$ cat src/rtl/mips_pkg.sv
// Shared MIPS encoding constants: in_kind enumeration, major opcodes and encoder FSM states.
package mips_pkg;

    typedef enum logic [2:0] {
        KIND_R    = 3'd0,
        KIND_LW   = 3'd1,
        KIND_SW   = 3'd2,
        KIND_BEQ  = 3'd3,
        KIND_ADDI = 3'd4,
        KIND_J    = 3'd5
    } kind_e;

    localparam logic [5:0] OP_RTYPE = 6'h00;
    localparam logic [5:0] OP_LW    = 6'h23;
    localparam logic [5:0] OP_SW    = 6'h2B;
    localparam logic [5:0] OP_BEQ   = 6'h04;
    localparam logic [5:0] OP_ADDI  = 6'h08;
    localparam logic [5:0] OP_J     = 6'h02;

    typedef enum logic [1:0] {
        ST_IDLE  = 2'd0,
        ST_READY = 2'd1,
        ST_WRITE = 2'd2,
        ST_FULL  = 2'd3
    } enc_state_e;

endpackage

$ cat src/rtl/instr_pack_32.sv
// Combinational packing of an instruction request into a 32-bit MIPS word.
// Latency 0; kinds 6 and 7 yield word 0 with illegal raised.
module instr_pack_32 import mips_pkg::*; (
    input  logic [2:0]  kind,
    input  logic [4:0]  rs,
    input  logic [4:0]  rt,
    input  logic [4:0]  rd,
    input  logic [5:0]  funct,
    input  logic [15:0] imm,
    input  logic [25:0] target,
    output logic [31:0] word,
    output logic        illegal
);

    always_comb begin
        word    = '0;
        illegal = 1'b0;
        case (kind)
            KIND_R:    word = {OP_RTYPE, rs, rt, rd, 5'd0, funct};
            KIND_LW:   word = {OP_LW,    rs, rt, imm};
            KIND_SW:   word = {OP_SW,    rs, rt, imm};
            KIND_BEQ:  word = {OP_BEQ,   rs, rt, imm};
            KIND_ADDI: word = {OP_ADDI,  rs, rt, imm};
            KIND_J:    word = {OP_J,     target};
            default:   illegal = 1'b1;
        endcase
    end

endmodule

$ cat src/rtl/instr_encoder_32.sv
// Encodes instruction requests and streams them into instruction memory, one word per 2 cycles peak.
// Latency: imem_we rises the cycle after a transfer; the write is held until imem_ack.
module instr_encoder_32 import mips_pkg::*; #(
    parameter int unsigned ADDR_W    = 8,
    parameter int unsigned BASE_ADDR = 0
) (
    input  logic              clk,
    input  logic              rst_n,
    input  logic              start,
    input  logic              in_valid,
    output logic              in_ready,
    input  logic [2:0]        in_kind,
    input  logic [4:0]        in_rs,
    input  logic [4:0]        in_rt,
    input  logic [4:0]        in_rd,
    input  logic [5:0]        in_funct,
    input  logic [15:0]       in_imm,
    input  logic [25:0]       in_target,
    output logic              imem_we,
    output logic [ADDR_W-1:0] imem_addr,
    output logic [31:0]       imem_wdata,
    input  logic              imem_ack,
    output logic [ADDR_W:0]   count,
    output logic              full,
    output logic              err_illegal_kind
);

    localparam logic [ADDR_W-1:0] BASE     = ADDR_W'(BASE_ADDR);
    localparam logic [ADDR_W:0]   FULL_CNT = {1'b1, {ADDR_W{1'b0}}};

    enc_state_e        state_q, state_d;
    logic [ADDR_W-1:0] addr_q, addr_d;
    logic [ADDR_W:0]   count_q, count_d;
    logic [31:0]       wdata_q, wdata_d;
    logic              err_q, err_d;

    logic [31:0] packed_word;
    logic        packed_illegal;

    instr_pack_32 u_pack (
        .kind    (in_kind),
        .rs      (in_rs),
        .rt      (in_rt),
        .rd      (in_rd),
        .funct   (in_funct),
        .imm     (in_imm),
        .target  (in_target),
        .word    (packed_word),
        .illegal (packed_illegal)
    );

    always_comb begin
        state_d = state_q;
        addr_d  = addr_q;
        count_d = count_q;
        wdata_d = wdata_q;
        err_d   = err_q;
        case (state_q)
            ST_WRITE: begin
                if (imem_ack) begin
                    addr_d  = addr_q + ADDR_W'(1);
                    count_d = count_q + (ADDR_W+1)'(1);
                    state_d = (count_d == FULL_CNT) ? ST_FULL : ST_READY;
                end
            end
            default: begin
                // start opens a fresh session and wins over a concurrent transfer
                if (start) begin
                    addr_d  = BASE;
                    count_d = '0;
                    err_d   = 1'b0;
                    state_d = ST_READY;
                end else if (state_q == ST_READY && in_valid) begin
                    if (packed_illegal) begin
                        err_d = 1'b1;
                    end else begin
                        wdata_d = packed_word;
                        state_d = ST_WRITE;
                    end
                end
            end
        endcase
    end

    always_ff @(posedge clk or negedge rst_n) begin
        if (!rst_n) begin
            state_q <= ST_IDLE;
            addr_q  <= BASE;
            count_q <= '0;
            wdata_q <= '0;
            err_q   <= 1'b0;
        end else begin
            state_q <= state_d;
            addr_q  <= addr_d;
            count_q <= count_d;
            wdata_q <= wdata_d;
            err_q   <= err_d;
        end
    end

    // Handshake outputs decode straight from the state so reset clears them immediately.
    assign in_ready         = (state_q == ST_READY);
    assign imem_we          = (state_q == ST_WRITE);
    assign full             = (state_q == ST_FULL);
    assign imem_addr        = addr_q;
    assign imem_wdata       = wdata_q;
    assign count            = count_q;
    assign err_illegal_kind = err_q;

endmodule

$ cat config.mk
export PLATFORM = sky130hd
export DESIGN_NAME = instr_encoder_32
export DESIGN_NICKNAME = d
export VERILOG_FILES = /design/src/rtl/mips_pkg.sv /design/src/rtl/instr_pack_32.sv /design/src/rtl/instr_encoder_32.sv
export SDC_FILE = /design/constraint.sdc
export NUM_CORES = 1
export LEC_CHECK = 0
export CORE_UTILIZATION = 39
export CTS_BUF_LIST = sky130_fd_sc_hd__clkbuf_16
export DETAILED_ROUTE_END_ITERATION = 8
export HOLD_SLACK_MARGIN = 0.03
export PLACE_DENSITY_LB_ADDON = 0.1
export SETUP_SLACK_MARGIN = 0.5
export SLEW_MARGIN = 5
export SYNTH_ARGS = -nofsm -noshare
export SYNTH_HDL_FRONTEND = slang
export SYNTH_HIERARCHICAL = 1
export SYNTH_SLANG_ARGS = --single-unit
$ cat constraint.sdc
create_clock -name clk -period 1.5 [get_ports clk]
set_input_delay 0.45 -clock clk [delete_from_list [all_inputs] [get_ports clk]]
set_output_delay 0.45 -clock clk [all_outputs]
set_load 0.01 [all_outputs]
==> reports/results.ini, run 1 <==
[yosys]
yosysSeqAreaShare_pct = 44.3
ys_types = 47
synth-edff-count = 0
synth_top_flop_cell = dfrtp_1
syn_inst = 287
syn_area_per_cell_um2 = 10.2
yosys_warnings = 6
synth_async_sr_flop_share_pct = 100
ys_seq_elements = 52
syn_nets = 360
syn-cell-area_um2 = 2940

[sta]
rsz0062_at_grt = yes
max_freq_mhz = 590
final.setup.tns_ns = -6.30
min_period_ns = 1.69
hold_violations = 0
fin_ws_ns = -0.194
finalCritPeriodShare_pct = 113
finClkSkew_ns = 0.00322
setup_viol = 45
slew_violations = 0

[floorplanning]
coreArea_um2 = 7250
dieArea_um2 = 7880
die_x_um = 88.8
rows = 31
die_h_um = 88.8
initial_core_util_pct = 40.5
io_pins = 124

[clock_tree]
cts_buffers = 5
root_buffer = clkbuf_16
clk_pin_slew_ns = 0.07
ctsHoldBuffers = 0
clk_latency_ns = 0.29
h-tree-depth = 2
max-clock-path-buffers = 2
clock_sinks = 52
cts_tree = built

[power_and_ir_drop]
power.static_leakage_nw = 2.54
p_total_w = 0.00505
power_density_nw_per_um2 = 958
irDropWorstVdd_mv = 0.505

[place]
place_ws_ns = -0.650
place_inst = 524
dp_hpwl_um = 5930
place.gp.congestion = 0.809
port_buffers = 123

[drt]
vias = 3019
drt-vias-per-instance = 5.17
wire_per_inst_um = 16.5
ant_nets = 0
drc = 0
drt_iter0_drc = 130
routed_wl_um = 9630
dr.pass1.iters = 4

[global_routing]
grt_pass1_wl_um = 14200
grt_pass1_vias = 2882
grt_max_degree = 53
grt_overflow_total = 0
antenna_found_initial = 1
grt.total_usage_pct = 23.9

[finish]
drive_gt1_share_pct = 44.4
final_util_pct = 72.6
fin_cells = 584
layout_commonest_cell = clkdlybuf4s50_1
layout_common_cells = 63 x clkdlybuf4s50_1, 61 x buf_4, 49 x dfrtp_1
fin_nets = 556
synthToLayoutAreaGrowth_pct = 79.5

[setup_path]
end_kind = register
crit_path_max_fanout = 8
rr_startpoint = state_q[0]
startpoint_type = register
r2r_end = imem_wdata[0]
crit_type = register to register
reg2regPathDepth = 7
crit_arrival_ns = 1.87
worst_ep_required_time_ns = 1.68
r2r_slack_ns = -0.19

[job]
maxCapViolCount = 0

[status]
status = finished, violations left
failed_checks = negative setup slack

[worst_hold_path]
hold_path_class = input pin to async pin

==> cell families after synthesis <==
| logic type | Yosys count | synth area share [%] |
|---|---|---|
| simple gates | 69 | 12.4 |
| buf+inv | 27 | 5.63 |
| other cells | 1 | 0.128 |
| fa+ha+maj | 2 | 0.852 |
| compound gates | 80 | 16.5 |
| mux | 49 | 18.1 |
| flops | 52 | 44.3 |
| xor+xnor | 7 | 2.09 |
==> worst max-delay path, stage by stage (launching register included) <==
cell	delay (ns)
dfrtp_1	0.41
buf_6	0.12
nor2b_4	0.15
nor3b_4	0.20
buf_6	0.15
buf_12	0.11
buf_16	0.14
mux2_4	0.30
==> layout make-up <==
class | count | area (um2)
Fill cell | 548 | 1990
Timing Repair Buffer | 210 | 1940
Antenna cell | 1 | 2.50
Multi-Input combinational cell | 209 | 1730
Clock buffer | 5 | 125
Inverter | 5 | 21.3
Clock inverter | 3 | 15.0
Tap cell | 99 | 124
Sequential cell | 52 | 1310
==> where the power goes <==
group / leakage, nW / switching (W) / internal, W
clock: 0.0687 / 0.000506 / 0.000608
combinational: 1.79 / 0.000727 / 0.00134
sequential: 0.673 / 0.000190 / 0.00167
==> flip-flops by register name, indices dropped and copies added (netlist names) <==
register          count
err_illegal_kind      1
count                 9
imem_addr             8
imem_wdata           32
state_q               2
==> routing by layer <==
metal / up-vias / wire [um] / track usage, %
met5: - / 0 / 0
met4: 0 / 146 / 6.74
met3: 11 / 617 / 5.97
met2: 112 / 4600 / 39.2
met1: 1451 / 4260 / 31.3
li1: 1445 / - / -
==> Yosys cell counts (all sizes together) (3+ instances only) <==
library cell  number  area (um2)
dfrtp             52        1300
o21ai             46         230
mux2              32         360
nand2             23        86.3
buf               17         126
mux2i             17         170
nor2              15        58.8
a32oi             11        96.3
a21oi              6        33.8
nand4              6        37.5
clkbuf             5        20.0
inv                5        18.8
o22ai              5        31.3
a31oi              4        25.0
nand2b             4        27.5
nand3              4        20.0
xnor2              4        35.0
and2               3        18.8
xor2               3        26.3
==> per-stage QoR <==
step / hold slack [ns] / instance area, um2
finish: 0.136 / 5270
CTS: 0.156 / 5010
floorplan: 0.154 / 3090
global placement: 0.462 / 4570
detailed placement: 0.465 / 4570
global route: 0.174 / 5270
==> how the worst max path moves through the flow <==
| stage | to | cells after the start | from |
|---|---|---|---|
| final | imem_wdata[0] | 7 | state_q[0] |
| after global placement | imem_wdata[13] | 6 | in_kind[2] |
| after CTS | imem_wdata[0] | 7 | state_q[1] |
| after floorplan | imem_wdata[10] | 6 | in_kind[2] |
| after global routing | imem_wdata[16] | 7 | state_q[0] |
| after detailed placement | imem_wdata[6] | 6 | in_kind[2] |
==> timing repair <==
item	4_1_cts	5_1_grt
endpoints found under the setup margin	105	105
buffers inserted	34	13
gates cloned	4	0
pin swaps	17	10
resized for setup	270	32
(Power assumes the default switching activity.)
==> run 2, diff against run 1 <==
- CORE_ASPECT_RATIO: not set -> 0.9
- HOLD_SLACK_MARGIN: 0.03 -> not set
==> reports/results.ini, run 2 (synthesized netlist as in run 1, its figures left out) <==
[drt]
ant_nets = 0  ; unchanged
drt_iter0_drc = 103  ; -21%
vias = 3007  ; -0.40%
routed_wl_um = 9500  ; -1.3%
dr.pass1.iters = 4  ; unchanged
wire_per_inst_um = 16.5  ; about the same
drc = 0  ; unchanged
drt-vias-per-instance = 5.22  ; +0.99%

[power_and_ir_drop]
intPower_w = 0.00358  ; -1.2%
combPwrFrac_pct = 40.0  ; -1.0 points
p_switching_w = 0.00142  ; -0.23%
clkPwrFrac_pct = 23.1  ; +1.0 points
pwr-share-seq_pct = 36.9  ; about the same
power_density_nw_per_um2 = 955  ; -0.36%
power.static_leakage_nw = 2.51  ; -1.0%
irDropWorstVdd_mv = 0.579  ; +15%
switching_share_pct = 28.4  ; +0.20 points

[global_routing]
grt_max_degree = 53  ; unchanged
antenna_found_initial = 1  ; unchanged
grt_overflow_total = 0  ; unchanged
grt.total_usage_pct = 24.1  ; +0.28 points
grt_pass1_vias = 2993  ; +3.9%
grt_pass1_wl_um = 15000  ; +5.5%

[finish]
layout_common_cells = 65 x clkdlybuf4s50_1, 63 x buf_4, 49 x dfrtp_1
largest_reg_flops = 32  ; unchanged
drive_gt1_share_pct = 44.2  ; -0.23 points
fin_cells = 576  ; -1.4%
layout_commonest_cell = clkdlybuf4s50_1
synthToLayoutAreaGrowth_pct = 78.4
fin_nets = 554  ; -0.36%
postLayoutCellArea_um2 = 5240  ; -0.57%

[job]
maxCapViolCount = 0  ; unchanged

[place]
place_inst = 522  ; -0.38%
place_area_um2 = 4620  ; +1.0%
dp_hpwl_um = 6120  ; +3.1%
port_buffers = 123  ; unchanged
place.gp.congestion = 0.821  ; +1.5%
place_ws_ns = -0.698  ; -0.0475 ns

[setup_path]
startpoint_type = register
worst_ep_required_time_ns = 1.67  ; about the same
crit_type = register to register
reg2regPathDepth = 7  ; unchanged
crit_arrival_ns = 1.88  ; about the same
crit_path_max_fanout = 8  ; unchanged
end_kind = register

[floorplanning]
coreArea_um2 = 7150  ; -1.4%
io_pins = 124  ; unchanged
initial_core_util_pct = 41.1  ; +0.60 points
rows = 29  ; -6.5%
dieArea_um2 = 7880  ; about the same
die_h_um = 84.3  ; -5.0%
die_x_um = 93.4  ; +5.3%

[sta]
finalCritPeriodShare_pct = 114  ; +1.1 points
rsz0062_at_grt = yes
min_period_ns = 1.71  ; +0.0167 ns
hold_violations = 0  ; unchanged
slew_violations = 0  ; unchanged
setup_viol = 53  ; +18%
holdWs_ns = 0.138  ; +0.00174 ns
final.setup.tns_ns = -8.47  ; -2.17 ns
max_freq_mhz = 585  ; -0.98%
fin_ws_ns = -0.210  ; -0.0167 ns
finClkSkew_ns = 0.00858  ; +0.00536 ns

[clock_tree]
max-clock-path-buffers = 2  ; unchanged
cts_tree = built
clk_latency_ns = 0.29  ; about the same
cts_buffers = 5  ; unchanged
root_buffer = clkbuf_16
ctsHoldBuffers = 0  ; unchanged
h-tree-depth = 2  ; unchanged
clk_pin_slew_ns = 0.08  ; about the same
clock_sinks = 52  ; unchanged

[status]
status = finished, violations left
failed_checks = negative setup slack

[worst_hold_path]
hold_path_class = input pin to async pin

==> run 2: cell count changes in the layout (fill, tap and decap cells not counted), moves of 2 or more <==
cell and delta:
a31oi_1 -2, clkdlybuf4s50_1 +2, dlygate4sd2_1 -2, buf_4 +2, buf_12 +2, a31oi_2 +2
buf_2 +2, buf_6 -9, nor2_2 -2
==> run 2: final cells by class <==
type / instances / area, um2
Timing Repair Buffer: 208 / 1920
Antenna cell: 1 / 2.50
Clock inverter: 3 / 23.8
Tap cell: 93 / 116
Clock buffer: 5 / 125
Inverter: 5 / 21.3
Sequential cell: 52 / 1310
Multi-Input combinational cell: 209 / 1730
Fill cell: 510 / 1910
==> run 2: critical path: stages, from the launching register on <==
cell,delay (ns)
dfrtp_1,0.41
buf_6,0.12
nor2b_4,0.15
nor3b_4,0.20
buf_6,0.14
buf_12,0.11
buf_16,0.14
mux2_4,0.30
==> run 2: repair_timing <==
| item | 4_1_cts | 5_1_grt |
|---|---|---|
| gates cloned | 4 | 0 |
| setup buffers | 24 | 17 |
| endpoints found under the setup margin | 105 | 105 |
| gates resized for setup | 261 | 26 |
| pin swaps | 3 | 7 |
==> run 2: power by group through the flow <==
stage | logic [W] | registers [W] | clock network [W]
floorplan | 0.000567 | 0.00197 | 0
global placement | 0.00161 | 0.00186 | 0
detailed placement | 0.00163 | 0.00186 | 0
CTS | 0.00175 | 0.00183 | 0.00118
global route | 0.00213 | 0.00187 | 0.00123
finish | 0.00200 | 0.00184 | 0.00115
==> run 2: metrics by stage <==
| step | power (W) | util [%] |
|---|---|---|
| 5_1_grt | 0.00523 | 73.3 |
| 4_1_cts | 0.00476 | 69.7 |
| 2_1_floorplan | 0.00254 | - |
| 3_3_place_gp | 0.00347 | 64.7 |
| 6_report | 0.00500 | 73.3 |
| 3_5_place_dp | 0.00349 | 64.7 |
==> run 2: layer usage <==
| metal | wire length (um) | vias up | global-route usage, % |
|---|---|---|---|
| met5 | 0 | - | 0 |
| met4 | 113 | 0 | 6.71 |
| met3 | 531 | 11 | 4.44 |
| met2 | 4350 | 82 | 37.7 |
| met1 | 4510 | 1474 | 34.4 |
| li1 | - | 1440 | - |
==> run 2: path summary, 6_finish.rpt <==
| path | from | to | slack (ns) |
|---|---|---|---|
| max | state_q[0] | imem_wdata[0] | -0.21 |
| min | rst_n | imem_wdata[12] | 0.14 |
| max reg2reg | state_q[0] | imem_wdata[0] | -0.21 |
| min reg2reg | imem_wdata[18] | imem_wdata[18] | 0.51 |
| max in group asynchronous | rst_n | count[0] | 1.08 |
| min in group clk | imem_wdata[18] | imem_wdata[18] | 0.51 |
==> run 3, diff against run 2 <==
- CORE_UTILIZATION: 39 -> 38
- GPL_TIMING_DRIVEN: not set -> 0
- SYNTH_HIERARCHICAL: 1 -> not set
==> reports/results.ini, run 3 <==
[yosys]
synth_async_sr_flop_share_pct = 100  ; unchanged
yosys_warnings = 0  ; -6
syn_area_per_cell_um2 = 9.17  ; -10%
synth.most_common_cell = nand2_1
synth_top_flop_cell = dfrtp_1
syn_nets = 376  ; +4.4%
synth_adder_area_share_pct = 0.900  ; +0.048 points
synth-compound-area-share_pct = 19.9  ; +3.3 points
ys_seq_elements = 50  ; -3.8%
synth-edff-count = 0  ; unchanged
ys_top_cells_by_count = 54 x nand2_1, 50 x dfrtp_1, 42 x o21ai_0, 16 x nor2_1, 15 x a22oi_1
synth_xor_area_share_pct = 3.11  ; +1.0 points
yosysSeqAreaShare_pct = 45.0  ; +0.69 points
synth_simple_gate_area_share_pct = 20.8  ; +8.4 points
ys_top_cells_by_area = dfrtp_1 45%, o21ai_0 7.6%, nand2_1 7.3%
syn-cell-area_um2 = 2780  ; -5.3%
synth_top_family_by_area = simple AND/OR/NAND/NOR gates
synth_top_cell_area_share_pct = 45.0  ; +0.69 points
ys_types = 41  ; -13%
syn_inst = 303  ; +5.6%
synth_mux_area_share_pct = 5.67  ; -12 points
synth_top_area_cell = dfrtp_1

[floorplanning]
dieArea_um2 = 7660  ; -2.8%
coreArea_um2 = 7080  ; -1.0%
die_h_um = 83.1  ; -1.4%
die_x_um = 92.1  ; -1.4%
io_pins = 124  ; unchanged
initial_core_util_pct = 39.3  ; -1.8 points
rows = 29  ; unchanged

[setup_path]
cp-endpoint = count[8]
startpoint_type = register
crit_path_max_fanout = 6  ; -2
r2r_end = count[8]
rr_startpoint = state_q[0]
crit_type = register to register
r2r_slack_ns = -0.12  ; +0.09 ns
reg2regPathDepth = 6  ; -1
crit_start = state_q[0]
end_kind = register
crit_arrival_ns = 1.79  ; -0.09 ns
worst_ep_required_time_ns = 1.67  ; about the same

[finish]
multi_input_comb_area_um2 = 1760  ; +2.1%
largest_reg_flops = 30  ; -6.3%
regArea_um2 = 1260  ; -3.4%
postLayoutCellArea_um2 = 5300  ; +1.2%
diodes = 0  ; -1
layout_commonest_cell = clkdlybuf4s50_1
synthToLayoutAreaGrowth_pct = 90.7
nFillCells = 505  ; -0.98%
fin_nets = 578  ; +4.3%
drive_gt1_share_pct = 50.1  ; +5.9 points
layout_common_cells = 63 x clkdlybuf4s50_1, 59 x buf_4, 42 x dfrtp_1

[sta]
holdWs_ns = 0.115  ; -0.0229 ns
slew_violations = 0  ; unchanged
hold_violations = 0  ; unchanged
slew-limit-headroom_pct = 62.2
fin_ws_ns = -0.118  ; +0.0920 ns
finalCritPeriodShare_pct = 108  ; -6.1 points
rsz0062_at_grt = yes
setup_viol = 25  ; -53%
max_freq_mhz = 618  ; +5.7%
timing_worst_slew_pin_value_ns = 0.567
finClkSkew_ns = 0.00701  ; -0.00157 ns
min_period_ns = 1.62  ; -0.0920 ns

[place]
place_area_um2 = 4250  ; -8.0%
dp_hpwl_um = 5960  ; -2.6%
place.gp.congestion = 0.835  ; +1.7%
port_buffers = 120  ; -2.4%

[global_routing]
grt_pass1_wl_um = 15100  ; +1.0%
grt_overflow_total = 0  ; unchanged
antenna_found_initial = 0  ; -1
grt_max_degree = 32  ; -40%
grt_pass1_vias = 2986  ; -0.23%
grt.total_usage_pct = 24.8  ; +0.65 points

[status]
status = finished, violations left
failed_checks = negative setup slack

[worst_hold_path]
hold_path_class = input pin to async pin

[power_and_ir_drop]
irDropWorstVdd_mv = 0.540  ; -6.8%
clkPwrFrac_pct = 23.0  ; about the same
power.static_leakage_nw = 2.43  ; -3.0%
intPower_w = 0.00328  ; -8.4%
combPwrFrac_pct = 40.8  ; +0.8 points
switching_share_pct = 30.5  ; +2.1 points
p_switching_w = 0.00144  ; +1.2%
power_density_nw_per_um2 = 890  ; -6.8%
pwr-share-seq_pct = 36.2  ; -0.7 points
p_total_w = 0.00472  ; -5.7%

[drt]
ant_nets = 0  ; unchanged
vias = 3124  ; +3.9%
routed_wl_um = 9890  ; +4.1%
drc = 0  ; unchanged
drt_iter0_drc = 132  ; +28%
wire_per_inst_um = 16.5  ; +0.25%
drt-vias-per-instance = 5.22  ; about the same
dr.pass1.iters = 4  ; unchanged

[clock_tree]
root_buffer = clkbuf_16
cts_tree = built
clk_pin_slew_ns = 0.06  ; -0.02 ns
clk_latency_ns = 0.29  ; about the same
ctsHoldBuffers = 0  ; unchanged
h-tree-depth = 2  ; unchanged
clock_sinks = 50  ; -3.8%
cts_buffers = 5  ; unchanged
max-clock-path-buffers = 2  ; unchanged

[job]
maxCapViolCount = 0  ; unchanged

run 3: changes by cell type after synthesis, sizes merged, moves of 11 or more:
cell | previous run | this run
a32oi | 11 | 0
mux2 | 32 | 12
nand3b | 1 | 12
o221ai | 0 | 11
nor2b | 1 | 13
nand2 | 23 | 55
a22oi | 0 | 15
mux2i | 17 | 1
run 3: cells by family (layout without fill, tap and decap cells):
| family | count (synthesis) | in the layout |
|---|---|---|
| other | 1 | 1 |
| muxes | 13 | 13 |
| AOI/OAI and AO/OA | 86 | 86 |
| adders and majority gates | 2 | 2 |
| buffers and inverters | 26 | 228 |
| and+or+nand+nor | 116 | 116 |
| xor gates and xnor gates | 9 | 9 |
| DFF | 50 | 50 |
run 3: per-layer routing:
layer  part of all wire, %  global-route usage [%]  up-vias
li1                      -                       -     1487
met4                   1.1                    6.68        0
met1                    44                    34.4     1517
met3                   6.4                    4.40        9
met2                    49                    39.9      111
met5                     0                       0        -
run 3: how the worst min path moves through the flow:
stage                     cells after the start            end     startpoint  slack (ns)
after floorplan                               0       count[0]          rst_n        0.15
after global placement                        2  imem_wdata[5]  imem_wdata[5]        0.46
after detailed placement                      1   imem_addr[7]          rst_n        0.43
after CTS                                     1   imem_addr[7]          rst_n        0.13
after global routing                          1   imem_addr[7]          rst_n        0.15
final                                         1   imem_addr[7]          rst_n        0.12
run 3: cell type report:
type,instances,area share [%]
multi-input cells,227,33.2
inverters,1,0.0708
clock inverters,2,0.142
flip-flops and latches,50,23.8
repair buffers,195,31.9
clock buffers,5,2.36
plain buffers,25,6.23
well taps,93,2.20
run 3: power groups by stage:
stage	Clock (W)	Combinational, W	Sequential, W
4_1_cts	0.00110	0.00158	0.00168
2_1_floorplan	0	0.000426	0.00181
5_1_grt	0.00113	0.00205	0.00173
3_5_place_dp	0	0.00131	0.00171
3_3_place_gp	0	0.00129	0.00170
6_report	0.00108	0.00192	0.00171
run 3: metrics by stage:
stage,setup TNS [ns],cells,utilization [%],setup WS [ns]
2_1_floorplan,0,303,-,0.0572
3_3_place_gp,-100.58,516,59.9,-1.79
3_5_place_dp,-21.80,517,60.1,-0.673
4_1_cts,-0.630,580,69.7,-0.101
5_1_grt,-3.54,598,74.9,-0.162
6_report,-1.01,598,74.9,-0.118
run 3: repair_timing:
| action | 4_1_cts | 5_1_grt |
|---|---|---|
| resized for setup | 325 | 60 |
| pin swaps | 41 | 15 |
| gates cloned | 9 | 0 |
| buffers inserted | 47 | 18 |
| setup endpoints to repair | 102 | 102 |
run 3: critical path, cell delays in order, from the launching register on:
cell and delay (ns):
dfrtp_2 0.41, buf_6 0.13, nor2b_4 0.10, buf_6 0.13
mux2i_4 0.31, buf_6 0.15, mux2_4 0.28
